$ cat src/rtl/fetch_ctrl.sv
// Program counter, branch-target LUT and carry flag for the 9-bit CPU; IDLE/RUN/DONE framing.
// Latency: 1 cycle from sampled halt/branch/carry inputs to pc/carry_q/running/done.
// Backpressure: none; start is only honoured in IDLE, LUT writes only land in IDLE.
module fetch_ctrl #(
    parameter int PC_W   = 10,
    parameter int LUT_AW = 5
) (
    input  logic              Clk,
    input  logic              Reset_n,
    input  logic              start,
    input  logic              halt,
    input  logic              branch_en,
    input  logic              taken,
    input  logic [LUT_AW-1:0] lut_idx,
    input  logic              carry_out,
    input  logic              carry_we,
    input  logic              lut_we,
    input  logic [LUT_AW-1:0] lut_waddr,
    input  logic [PC_W-1:0]   lut_wdata,
    output logic [PC_W-1:0]   pc,
    output logic              carry_q,
    output logic              running,
    output logic              done
);

    localparam int              LUT_N  = 1 << LUT_AW;
    localparam logic [PC_W-1:0] PC_ONE = {{(PC_W-1){1'b0}}, 1'b1};

    typedef enum logic [1:0] {
        IDLE = 2'd0,
        RUN  = 2'd1,
        DONE = 2'd2
    } state_t;

    state_t            state;
    state_t            state_nxt;
    logic [PC_W-1:0]   pc_nxt;
    logic              carry_nxt;
    logic              lut_wr;
    logic [PC_W-1:0]   lut [LUT_N];
    logic [PC_W-1:0]   lut_rd_dat;

    // Writes are confined to IDLE, so the combinational read never sees a same-cycle write.
    assign lut_rd_dat = lut[lut_idx];

    always_ff @(posedge Clk or negedge Reset_n) begin
        if (!Reset_n) begin
            state   <= IDLE;
            pc      <= '0;
            carry_q <= 1'b0;
        end else begin
            state   <= state_nxt;
            pc      <= pc_nxt;
            carry_q <= carry_nxt;
        end
    end

    always_ff @(posedge Clk or negedge Reset_n) begin
        if (!Reset_n) begin
            for (int i = 0; i < LUT_N; i++) begin
                lut[i] <= '0;
            end
        end else if (lut_wr) begin
            lut[lut_waddr] <= lut_wdata;
        end
    end

    always_comb begin
        state_nxt = state;
        pc_nxt    = pc;
        carry_nxt = carry_q;
        lut_wr    = 1'b0;
        case (state)
            IDLE: begin
                pc_nxt = '0;
                lut_wr = lut_we;
                if (start) begin
                    state_nxt = RUN;
                    carry_nxt = 1'b0;
                end
            end
            RUN: begin
                // Halt freezes both pc and carry at the halting instruction.
                if (halt) begin
                    state_nxt = DONE;
                end else begin
                    if (branch_en && taken) begin
                        pc_nxt = lut_rd_dat;
                    end else begin
                        pc_nxt = pc + PC_ONE;
                    end
                    if (carry_we) begin
                        carry_nxt = carry_out;
                    end
                end
            end
            DONE: begin
                state_nxt = IDLE;
                pc_nxt    = '0;
            end
            default: begin
                state_nxt = IDLE;
                pc_nxt    = '0;
            end
        endcase
    end

    assign running = (state == RUN);
    assign done    = (state == DONE);

endmodule

$ cat config.mk
export PLATFORM = sky130hd
export DESIGN_NAME = fetch_ctrl
export DESIGN_NICKNAME = d
export VERILOG_FILES = /design/src/rtl/fetch_ctrl.sv
export SDC_FILE = /design/constraint.sdc
export NUM_CORES = 1
export LEC_CHECK = 0
export ABC_CLOCK_PERIOD_IN_PS = 2000
export CORE_MARGIN = 5
export CORE_UTILIZATION = 30
export CTS_CLUSTER_DIAMETER = 200
export DETAILED_ROUTE_END_ITERATION = 10
export PLACE_DENSITY = 0.5
export SLEW_MARGIN = 20
export SYNTH_ARGS = -nofsm -noshare
export SYNTH_HDL_FRONTEND = slang
export SYNTH_SLANG_ARGS = --single-unit
export TNS_END_PERCENT = 50
$ cat constraint.sdc
create_clock -name Clk -period 2 [get_ports Clk]
set_input_delay 0.4 -clock Clk [delete_from_list [all_inputs] [get_ports Clk]]
set_output_delay 0.4 -clock Clk [all_outputs]
set_load 0.02 [all_outputs]
==> results of run 1 <==
flip-flops by register name (all words and copies together), names as in the netlist:
name	flops
carry_q	1
state	2
lut	320
pc	10
power by group through the flow:
stage          sequential, W  combinational, W  clock (W)
2_1_floorplan        0.00871           0.00227          0
3_3_place_gp         0.00885           0.00366          0
6_report             0.00878           0.00368    0.00758
3_5_place_dp         0.00890           0.00372          0
5_1_grt              0.00896           0.00399    0.00808
4_1_cts              0.00879           0.00373    0.00781
per-layer routing:
layer	vias up	wire length, um	GRT usage	share of wire
met2	218	21000	0.254	0.47
li1	4520	-	-	-
met1	5243	20200	0.219	0.45
met3	65	2660	0.0390	0.059
met4	0	1110	0.0433	0.025
met5	-	0	0	0
synthesized netlist by cell type (all sizes together), types with 3 or more instances:
| cell type | number |
|---|---|
| dfrtp | 333 |
| o21ai | 9 |
| mux4 | 29 |
| a21oi | 22 |
| a221oi | 4 |
| and3b | 3 |
| a221o | 4 |
| nor2b | 13 |
| nand2 | 32 |
| clkbuf | 43 |
| mux2 | 326 |
| buf | 28 |
| nor4 | 8 |
| nand4 | 5 |
| mux2i | 97 |
| nand2b | 4 |
| a211oi | 3 |
| a22oi | 60 |
| nand3 | 14 |
| inv | 4 |
| and2 | 8 |
| nor2 | 28 |
| and3 | 3 |
| nor3 | 5 |
timing repair:
item,4_1_cts,5_1_grt
setup endpoints to repair,15,102
endpoints found under the hold margin,25,0
hold buffers,1,0
resized for setup,18,15
pin swaps,0,1
kinds of logic (layout without fill, tap and decap cells):
logic type | Yosys count | in the layout | synth area share
adder cells (fa/ha/maj) | 1 | 1 | 0.000802
AO/OA/AOI/OAI | 107 | 107 | 0.0480
multiplexers | 452 | 452 | 0.340
XOR/XNOR | 1 | 1 | 0.000561
buffers and inverters | 76 | 289 | 0.0245
AND/OR/NAND/NOR | 140 | 140 | 0.0516
flip-flops | 333 | 333 | 0.534
other | 0 | 1 | 0
cell type report:
type                       instances  area share
clock inverter                    20      0.0124
timing repair buffer             210       0.112
sequential                       333       0.422
tap                              680      0.0431
antenna                            1    0.000127
multi-input combinational        701       0.351
clock buffer                      54      0.0575
inverter                           5     0.00101
per-stage QoR:
stage                     setup slack, ps  hold slack [ps]  power, W
after floorplan                      6.40              104    0.0110
after global placement               -587              314    0.0125
after detailed placement             -692              306    0.0126
after CTS                           -44.1              311    0.0203
after global routing                -31.1              332    0.0210
final                               -28.0              328    0.0200
final timing paths:
kind                             from        to  slack (ps)
max in group asynchronous     Reset_n  lut[126]         910
max reg2reg                  lut[143]     pc[3]          40
min                           Reset_n   lut[23]         330
max                        lut_idx[2]     pc[2]         -30
min reg2reg                  lut[163]  lut[163]         500
min in group Clk                start  state[0]         450
==> flow_metrics.tcl, run 1 <==
set metrics [dict create \
    status "complete, but fails checks" \
    violations "setup timing" \
    synth_top_cell_by_area "dfrtp_1" \
    dp_hpwl_mm 31.8 \
    synth_async_sr_flop_share 1.00 \
    ant_nets 0 \
    vias 10000 \
    setup_viol 1 \
    grt_pass1_vias 10500 \
    grt_pass1_wl_mm 68.6 \
    syn-num-nets 1140 \
    required_ps 2450 \
    period_minus_slack_ps 2030 \
    gp_congestion 0.962 \
    critPathLaunchType "input pin" \
    rsz0062_at_grt "true" \
    drc_errors 0 \
    numCtsBuffers 40 \
    grt_antenna_before_repair 1 \
    cap_violations 0 \
    crit_type "input pin to flop" \
    dpl_cell_area_sq_um 18300 \
    clk_latency_ps 560 \
    finalWirelength_mm 44.9 \
    hold_viol 0 \
    end_kind "flop" \
    avgSynthCellArea_sq_um 14.1 \
    clkSlewWorstSetupHoldPaths_ps 60 \
    start_util 0.303 \
    tns_ps -28.0 \
    drt_iter0_drc 595 \
    register_area_sq_um 8330 \
    setup_slack_ps -28.0 \
    relSlewSlack 0.673 \
    cts.sinks 333 \
    io_buffers 41 \
    io_pins 42 \
    wl_per_cell_um 22.4 \
    slowest_stage "clkdlybuf4s50_1" \
    p_sw_w 0.00525 \
    root_buffer "clkbuf_16" \
    synth-seq-cells 333 \
    dominantRegCellSynth "dfrtp_1" \
    drive_above_1_share 0.477 \
    switching_share 0.262 \
    row_count 83 \
    final_common_cell "dfrtp_1" \
    vias_per_cell 5.01 \
    path_buf_inv 3 \
    synth_area_sq_um 15600 \
    seqPwrFrac 0.438 \
    final_cell_mix "dfrtp_1 (333), mux2_2 (326), buf_4 (126)" \
    fin_crit_sh 1.01 \
    leakagePower_nw 9.20 \
    timing.fmax_mhz 493 \
    critical_path.cell_chain "clkdlybuf4s50_1 -> buf_12 -> buf_4 -> nor2b_2 -> and2_1 -> a22oi_1 -> nand4_1 -> a221o_1" \
    synth_seq_area_share 0.534 \
    place_inst 1928 \
    tritoncts "built" \
    crit_path_max_fanout 14 \
    die_area_sq_um 56700 \
    cp.depth 8 \
    cts.htree.levels 2 \
    ys_warn_count 0 \
    powerDensity_nw_per_um2 1020 \
    grt_usage 0.159 \
    timing.reg2reg.worst_path_depth 7 \
    synthTopCellsByArea "dfrtp_1 (53%), mux2_2 (24%), mux2i_1 (6.2%)" \
    utilization 0.384 \
    instances_no_fill 2004 \
    p_int_w 0.0148 \
    syn_inst 1110 \
    core-area_sq_um 51400 \
    cts.path.max_buffers 3 \
    grt_overflow 0 \
    cp_slowest_stage_delay_ps 450 \
    synth_edf_count 0 \
    area_growth_pct 26.4 \
    die_x_um 238 \
    worstMarginPinSlew_ps 485 \
    firstDrtPassIters 5 \
    hold_path_class "input pin to async pin" \
    p_clk_frac 0.378 \
    slew_viol_final 0 \
    design_area_sq_um 19700 \
    crit_arrival_ps 2470 \
    clock_skew_ps 15.2 \
    path_delay_family "buffers and inverters" \
    die_h_um 238 \
    ir_worst_vdd_v 0.000493 \
    combPwrFrac 0.184 \
    post_synth_num_cell_types 48 \
    final_nets 1321 \
    cts_setup_buffers 0 \
    nFillCells 4933 \
    grt_max_degree 80 \
    multi_input_area_sq_um 6930 \
    yosys.area.top_type_share 0.534 \
]
(Power assumes the default switching activity.)
==> run 2, diff against run 1 <==
ABC_AREA = 1   (was not set)
CORE_UTILIZATION = 56   (was 30)
PLACE_DENSITY = 0.8   (was 0.5)
==> flow_metrics.tcl, run 2 <==
set metrics [dict create \
    crit_arrival_ps 1550 \
    seqPwrFrac 0.466 \
    vias_per_cell 5.81 \
    clock_skew_ps 17.5 \
    worstMarginPinSlew_ps 627 \
    die_area_sq_um 31200 \
    die_h_um 177 \
    timing.fmax_mhz 512 \
    gp_congestion 0.941 \
    powerDensity_nw_per_um2 1040 \
    largest_registers "lut (320), pc (10), state (2)" \
    required_ps 1600 \
    synth_async_sr_flop_share 1.00 \
    grt_overflow 0 \
    top_register "lut" \
    path_delay_family "buffers and inverters" \
    rsz0062_at_grt "false" \
    dp_hpwl_mm 27.9 \
    synth_seq_area_share 0.536 \
    leakagePower_nw 8.78 \
    tritoncts "built" \
    wl_per_cell_um 18.4 \
    yosysMostFrequentCell "nand2_1" \
    setup_slack_ps 45.3 \
    yosys.area.top_type_share 0.536 \
    synth_common_cells "nand2_1 (830), dfrtp_1 (333), nand3_1 (245), o21ai_0 (244)" \
    synth_top_cell_by_area "dfrtp_1" \
    switching_share 0.291 \
    clkSlewWorstSetupHoldPaths_ps 60 \
    slew_viol_final 0 \
    hold_viol 0 \
    grt_usage 0.290 \
    start_util 0.563 \
    row_count 61 \
    status "finished clean" \
    final_cell_mix "nand2_1 (830), dfrtp_1 (333), nand3_1 (245)" \
    hold_path_class "input pin to async pin" \
    p_clk_frac 0.357 \
    die_x_um 177 \
    io_buffers 41 \
    crit_type "flop to output port" \
    cap_violations 0 \
    drive_above_1_share 0.0907 \
    finalWirelength_mm 44.5 \
    synthTopCellsByArea "dfrtp_1 (54%), nand2_1 (20%), nand3_1 (7.9%)" \
    synth_edf_count 0 \
    ys_warn_count 0 \
    post_synth_num_cell_types 25 \
    synth_area_sq_um 15500 \
    synth-seq-cells 333 \
    drt_iter0_drc 1928 \
    avgSynthCellArea_sq_um 7.84 \
    cts.htree.levels 2 \
    tns_ps 0 \
    grt_pass1_vias 13800 \
    cts_setup_buffers 0 \
    end_kind "output port" \
    p_int_w 0.0136 \
    crit_path_max_fanout 4 \
    ir_worst_vdd_v 0.000676 \
    grt_pass1_wl_mm 72.9 \
    dominantRegCellSynth "dfrtp_1" \
    cts.path.max_buffers 3 \
    syn_inst 1984 \
    final_nets 2043 \
    drc_errors 0 \
    final_common_cell "nand2_1" \
    clk_latency_ps 520 \
    path_buf_inv 1 \
    fin_crit_sh 0.977 \
    ant_nets 0 \
    largest_reg_flops 320 \
    diodes 0 \
    hold_slack_ps 466 \
    area_growth_pct 19.0 \
    critical_path.cell_chain "clkdlybuf4s50_1" \
    syn-num-nets 2014 \
    numCtsBuffers 37 \
    critPathLaunchType "flop" \
    core-area_sq_um 27600 \
    setup_viol 0 \
    cp_slowest_stage_delay_ps 630 \
    io_pins 42 \
    cts.sinks 333 \
    vias 14100 \
    firstDrtPassIters 5 \
    p_sw_w 0.00558 \
    pre_cts_ws_ps -76.6 \
    slowest_stage "clkdlybuf4s50_1" \
    root_buffer "clkbuf_16" \
    period_minus_slack_ps 1950 \
    grt_max_degree 67 \
    relSlewSlack 0.582 \
    grt_antenna_before_repair 0 \
    combPwrFrac 0.178 \
]
run 2: cell count changes in the layout (fill, tap and decap cells not counted), moves of 57 or more:
cell     previous run  this run
o21ai_0             9       244
nand2_1            32       830
nand3_1            14       245
a22oi_1            57         0
buf_4             126        46
mux2_2            326         0
mux2i_1            97         0
o21ai_1             0        86
run 2: repair_timing:
action                                  in CTS  in global routing
hold buffers                                 1                  0
resized for setup                            2                  5
endpoints found under the setup margin       2                  5
endpoints found under the hold margin       56                  0
run 2: final timing paths:
check,startpoint,slack (ps),cells past startpoint,to
hold reg to reg,lut[245],480,2,lut[245]
setup / recovery,pc[5],50,1,pc[5]
min in group Clk,carry_out,470,3,carry_q
setup reg to reg,pc[0],330,10,pc[8]
max in group asynchronous,Reset_n,800,3,lut[151]
hold / removal,Reset_n,470,2,lut[210]
run 2: power groups by stage:
| stage | sequential (W) | combinational (W) | clock, W |
|---|---|---|---|
| global route | 0.00910 | 0.00387 | 0.00714 |
| floorplan | 0.00885 | 0.00218 | 0 |
| finish | 0.00893 | 0.00340 | 0.00683 |
| detailed placement | 0.00901 | 0.00336 | 0 |
| global placement | 0.00894 | 0.00322 | 0 |
| CTS | 0.00891 | 0.00340 | 0.00688 |
run 2: per-stage QoR:
step           area, sq um  instances   util  power, W
4_1_cts              18500       2418  0.670    0.0192
3_5_place_dp         17300       2351  0.625    0.0124
2_1_floorplan        15500       1984      -    0.0110
6_report             18500       2418  0.670    0.0192
5_1_grt              18500       2418  0.670    0.0201
3_3_place_gp         17300       2351  0.625    0.0122
run 2: layout make-up:
cell class | instances | area [sq um]
Fill cell | 2202 | 9120
Sequential cell | 333 | 8330
Multi-Input combinational cell | 1453 | 6290
Timing Repair Buffer | 151 | 2040
Clock buffer | 51 | 1080
Tap cell | 378 | 473
Clock inverter | 15 | 145
Inverter | 37 | 144
run 2: cell families (layout without fill, tap and decap cells):
logic type / after synthesis / after routing / share of synthesized area
compound gates: 344 / 344 / 0.111
fa+ha+maj: 1 / 1 / 0.000805
buf+inv: 198 / 254 / 0.0597
flops: 333 / 333 / 0.536
simple gates: 1108 / 1108 / 0.292
run 2: routing by layer:
metal  vias to the layer above  track usage  share of wire
met5                         -            0              0
met4                         0        0.115          0.042
met3                       135       0.0526          0.083
met2                       675        0.463           0.46
met1                      6740        0.399           0.41
li1                       6506            -              -
